**src/rtl/dpm_qshift_slice.sv**
```systemverilog
// rtl/dpm_qshift_slice.sv - Datapath Q register with Q_SIO shift pads and MUL/DIV step counter
module dpm_qshift_slice #(
    parameter int QW = 32,
    parameter int SW = 5
) (
    input  logic          clk,
    input  logic          reset_h,
    input  logic [1:0]    q_op_h,
    input  logic [1:0]    dsize_h,
    input  logic [QW-1:0] q_d_h,
    input  logic          step_load_h,
    input  logic [SW-1:0] step_cnt_h,
    input  logic          q_sio0_in_l,
    input  logic          q_sio7_in_l,
    input  logic          q_sio15_in_l,
    input  logic          q_sio31_in_l,
    output logic          q_sio0_out_l,
    output logic          q_sio7_out_l,
    output logic          q_sio15_out_l,
    output logic          q_sio31_out_l,
    output logic [QW-1:0] q_h,
    output logic          step_zero_h,
    output logic          step_busy_h
);

    localparam logic [1:0] OP_HOLD = 2'b00;
    localparam logic [1:0] OP_LOAD = 2'b01;
    localparam logic [1:0] OP_SHL  = 2'b10;
    localparam logic [1:0] OP_SHR  = 2'b11;

    logic [QW-1:0] q_q, q_d;
    logic [SW-1:0] cnt_q, cnt_d;

    logic [QW-1:0] mask;
    logic [QW-1:0] msb_bit;
    logic          sin_msb;
    logic          q_msb;
    logic [QW-1:0] shl_v;
    logic [QW-1:0] shr_v;

    // Active field is Q[m:0]; bits above m pass through untouched.
    always_comb begin
        mask    = {QW{1'b1}};
        sin_msb = ~q_sio31_in_l;
        q_msb   = q_q[31];
        case (dsize_h)
            2'b00: begin
                mask    = QW'(32'h0000_00FF);
                sin_msb = ~q_sio7_in_l;
                q_msb   = q_q[7];
            end
            2'b01: begin
                mask    = QW'(32'h0000_FFFF);
                sin_msb = ~q_sio15_in_l;
                q_msb   = q_q[15];
            end
            default: ;
        endcase
        msb_bit = mask ^ (mask >> 1);
        shl_v   = (((q_q << 1) | {{(QW-1){1'b0}}, ~q_sio0_in_l}) & mask) | (q_q & ~mask);
        shr_v   = ((q_q & mask) >> 1) | (sin_msb ? msb_bit : {QW{1'b0}}) | (q_q & ~mask);
    end

    always_comb begin
        q_d = q_q;
        case (q_op_h)
            OP_HOLD: q_d = q_q;
            OP_LOAD: q_d = q_d_h;
            OP_SHL:  q_d = shl_v;
            OP_SHR:  q_d = shr_v;
            default: q_d = q_q;
        endcase

        cnt_d = cnt_q;
        if (step_load_h) begin
            cnt_d = step_cnt_h;
        end else if (q_op_h[1] && (cnt_q != {SW{1'b0}})) begin
            cnt_d = cnt_q - SW'(1);
        end
    end

    // Open-drain pads: at most one is driven, and only while out of reset.
    always_comb begin
        q_sio0_out_l  = 1'b1;
        q_sio7_out_l  = 1'b1;
        q_sio15_out_l = 1'b1;
        q_sio31_out_l = 1'b1;
        if (!reset_h) begin
            if (q_op_h == OP_SHL) begin
                case (dsize_h)
                    2'b00:   q_sio7_out_l  = ~q_msb;
                    2'b01:   q_sio15_out_l = ~q_msb;
                    default: q_sio31_out_l = ~q_msb;
                endcase
            end else if (q_op_h == OP_SHR) begin
                q_sio0_out_l = ~q_q[0];
            end
        end
    end

    always_ff @(posedge clk) begin
        if (reset_h) begin
            q_q   <= {QW{1'b0}};
            cnt_q <= {SW{1'b0}};
        end else begin
            q_q   <= q_d;
            cnt_q <= cnt_d;
        end
    end

    assign q_h         = q_q;
    assign step_zero_h = (cnt_q == {SW{1'b0}});
    assign step_busy_h = (cnt_q != {SW{1'b0}});

endmodule

```
**config.mk**
```make
export PLATFORM = sky130hd
export DESIGN_NAME = dpm_qshift_slice
export DESIGN_NICKNAME = d
export VERILOG_FILES = /design/src/rtl/dpm_qshift_slice.sv
export SDC_FILE = /design/constraint.sdc
export NUM_CORES = 1
export LEC_CHECK = 0
export ABC_AREA = 1
export BUFFER_PORTS_ARGS = -buffer_cell sky130_fd_sc_hd__clkbuf_2
export CAP_MARGIN = 25
export CORE_MARGIN = 2
export CORE_UTILIZATION = 48
export DETAILED_ROUTE_END_ITERATION = 10
export GPL_TIMING_DRIVEN = 0
export PLACE_DENSITY_LB_ADDON = 0.08
export SYNTH_ARGS = -nofsm -noshare
export SYNTH_HDL_FRONTEND = slang
export SYNTH_SLANG_ARGS = --single-unit
```
**constraint.sdc**
```tcl
create_clock -name clk -period 1.4 [get_ports clk]
set_input_delay 0.14 -clock clk [delete_from_list [all_inputs] [get_ports clk]]
set_output_delay 0.14 -clock clk [all_outputs]
set_load 0.01 [all_outputs]
```
==> results.toml <==
[die]
boundaryPins = 86
die_x_um = 70.7
die_h_um = 70.7
num_rows = 24
fp.dieArea_um2 = 5000
start_util = 0.495
coreArea_um2 = 4320

[global_route]
grt-busiest-layer = "met2"
grt.met2_usage = 0.412
grt_overflow = 0
met3_usage = 0.0499
grt_pass1_wl_mm = 10.7
grt_pass1_vias = 2322
grtUsageTotal = 0.267
grt_max_degree = 16
use_met1 = 0.370
grt_antenna_before_repair = 0

[timing]
hold_violations = 0
fin_skew_ns = 0.00965
slew_headroom = 0.662
min_period_ns = 1.32
fin_crit_sh = 0.940
setup_viol = 0
whs_ns = 0.103
fmax_mhz = 760
worst_pin_slew_ns = 0.507
grt_setup_unrepaired = "yes"
maxSlewViolCount = 0

[worst_setup_path]
end_kind = "output pin"
slowest_stage = "dfxtp_1"
worstSetupPathType = "reg -> out"
worstPathRequired_ns = 1.26
cp_data_arrival_time_ns = 1.18
crit_chain = "inv_2, ha_4, nand4_1, inv_1, buf_2"
critical_path.max_stage_delay_ns = 0.37
crit_buf_inv = 3
critical_path.max_fanout = 3
critPathLaunchType = "flip-flop"
critical-path-top-delay-family = "flip-flops"
r2r_cells = 7
path_depth = 5

[placed_design]
portBuffers = 84
gp_congestion = 0.900
dpl_cell_area_um2 = 2620
hpwl_mm = 4.76

[cts]
cts.htree.levels = 2
postCtsSetupBuffers = 0
cts_tree = "yes"
ctsHoldBuffers = 0
numCtsBuffers = 5
path_clk_slew_ns = 0.07
ctsLongestPathBuffers = 2
cts.sinks = 37
cts-root-buf = "clkbuf_8"
worstSkewPairLatency_ns = 0.30

[finish]
area_growth_pct = 28.1
n_antenna_cell = 0
multi_input_area_um2 = 1230
final_layout_size_suffix_gt1_frac = 0.287
nets = 473
register_area_um2 = 742
final_cell_area_um2 = 2740
fill_cells = 425

[routing]
vias = 2629
ant_nets = 0
first_iter_violations = 222
drc = 0
avgViaCountPerCell = 5.51
routed_wl_mm = 6.48
drt_pass1_iterations = 5
wl_per_cell_um = 13.6

[hold_path]
holdPathStages = 3
hp-class = "in -> reg"

[power_and_ir_drop]
power_mw = 2.61
power_density_nw_per_um2 = 955
max-vdd-ir-drop_mv = 0.640
power.leakage_nw = 1.26

[yosys]
synth_top_area_share = 0.346
yosysWarnings = 0
ys_ff_latch = 37
synth_cell_types = 26
syn_area_per_cell_um2 = 6.40
syn_inst = 334
yosys-top-cells-area = "dfxtp_1 35%, nand2_1 17%, a21oi_1 9.1%"
syn_nets = 383
yosysSeqAreaShare = 0.346
yosysTopAreaCell = "dfxtp_1"
syn-cell-area_um2 = 2140

[status]
outcome = "complete, no violations"

[flow_run]
cap_violations = 0
==> kinds of logic (layout without fill, tap and decap cells) <==
family | Yosys count | count (layout) | synth area share
adder cells (fa/ha/maj) | 1 | 1 | 0.00585
AO/OA/AOI/OAI | 95 | 95 | 0.245
flip-flops | 37 | 37 | 0.346
AND/OR/NAND/NOR | 162 | 162 | 0.317
buffers and inverters | 39 | 130 | 0.0860
==> registers in the layout (all words and copies together) (netlist names) <==
| name | cells |
|---|---|
| cnt_q | 5 |
| q_h | 32 |
==> synthesized netlist by cell type <==
cell type	instances
a211oi_1	1
inv_2	5
ha_1	1
inv_1	13
a31oi_1	11
o2bb2ai_1	2
nand2_4	1
o21ai_0	36
nand2_2	1
buf_6	2
dfxtp_1	37
o22ai_1	1
clkinv_1	1
o21ai_4	1
o31ai_1	3
o211a_1	1
nand3_1	33
or2_2	2
a21oi_1	39
buf_2	9
buf_4	3
clkbuf_1	6
nor2_1	21
nor3_1	4
nand4_1	3
nand2_1	97
==> timing repair <==
item	CTS	global route
endpoints found under the setup margin	5	8
resized for setup	2	7
hold endpoints to repair	0	0
pin swaps	2	0
==> where the power goes <==
group	internal [mW]	total (mW)	switching, mW
clock	0.445	0.829	0.384
sequential	1.13	1.19	0.0673
combinational	0.235	0.592	0.356
==> layer usage <==
| metal | wire length, um | part of all wire | vias to the layer above |
|---|---|---|---|
| met2 | 2960 | 0.46 | 114 |
| li1 | - | - | 1309 |
| met1 | 2880 | 0.45 | 1194 |
| met3 | 521 | 0.080 | 12 |
| met4 | 109 | 0.017 | 0 |
| met5 | 0 | 0 | - |
==> final cells by class <==
class	count	area share
multi-input cells	258	0.449
flip-flops and latches	37	0.271
repair buffers	84	0.153
plain buffers	19	0.0402
clock buffers	7	0.0352
inverters	19	0.0260
well taps	52	0.0238
clock inverters	1	0.00183
==> worst paths after layout <==
path,start,to,slack (ns)
max,cnt_q[1],step_zero_h,0.08
min,q_sio0_in_l,q_h[0],0.10
max reg2reg,cnt_q[1],cnt_q[3],0.14
min reg2reg,cnt_q[4],cnt_q[4],0.47
==> cell usage in the layout, fill, tap and decap left out, types with 3 or more instances in the layout <==
cell and count:
nand2_1 97, clkbuf_2 84, a21oi_1 39, o21ai_0 36, dfxtp_1 36, nand3_1 33
nor2_1 20, inv_1 11, a31oi_1 11, buf_2 10, inv_2 7, clkbuf_8 7
clkbuf_1 4, nor3_1 4, nand4_1 3, buf_4 3, o31ai_1 3
==> worst reg2reg max path, cell delays in order (launching register included) <==
cell     delay, ns
dfxtp_1       0.37
inv_2         0.06
ha_4          0.16
nand4_1       0.11
nand2_1       0.12
nand2_1       0.15
nand2_1       0.08
a21oi_1       0.14
==> per-stage QoR <==
step	std cells	utilization	setup WS [ns]	TNS, ns
after CTS	477	0.630	0.0146	0
after detailed placement	470	0.607	-0.0324	-0.0735
after floorplan	334	-	0.125	0
after global routing	477	0.633	-0.00714	-0.00714
final	477	0.633	0.0834	0
after global placement	470	0.607	-0.00106	-0.00106
Power figures use the tool's default switching activity.
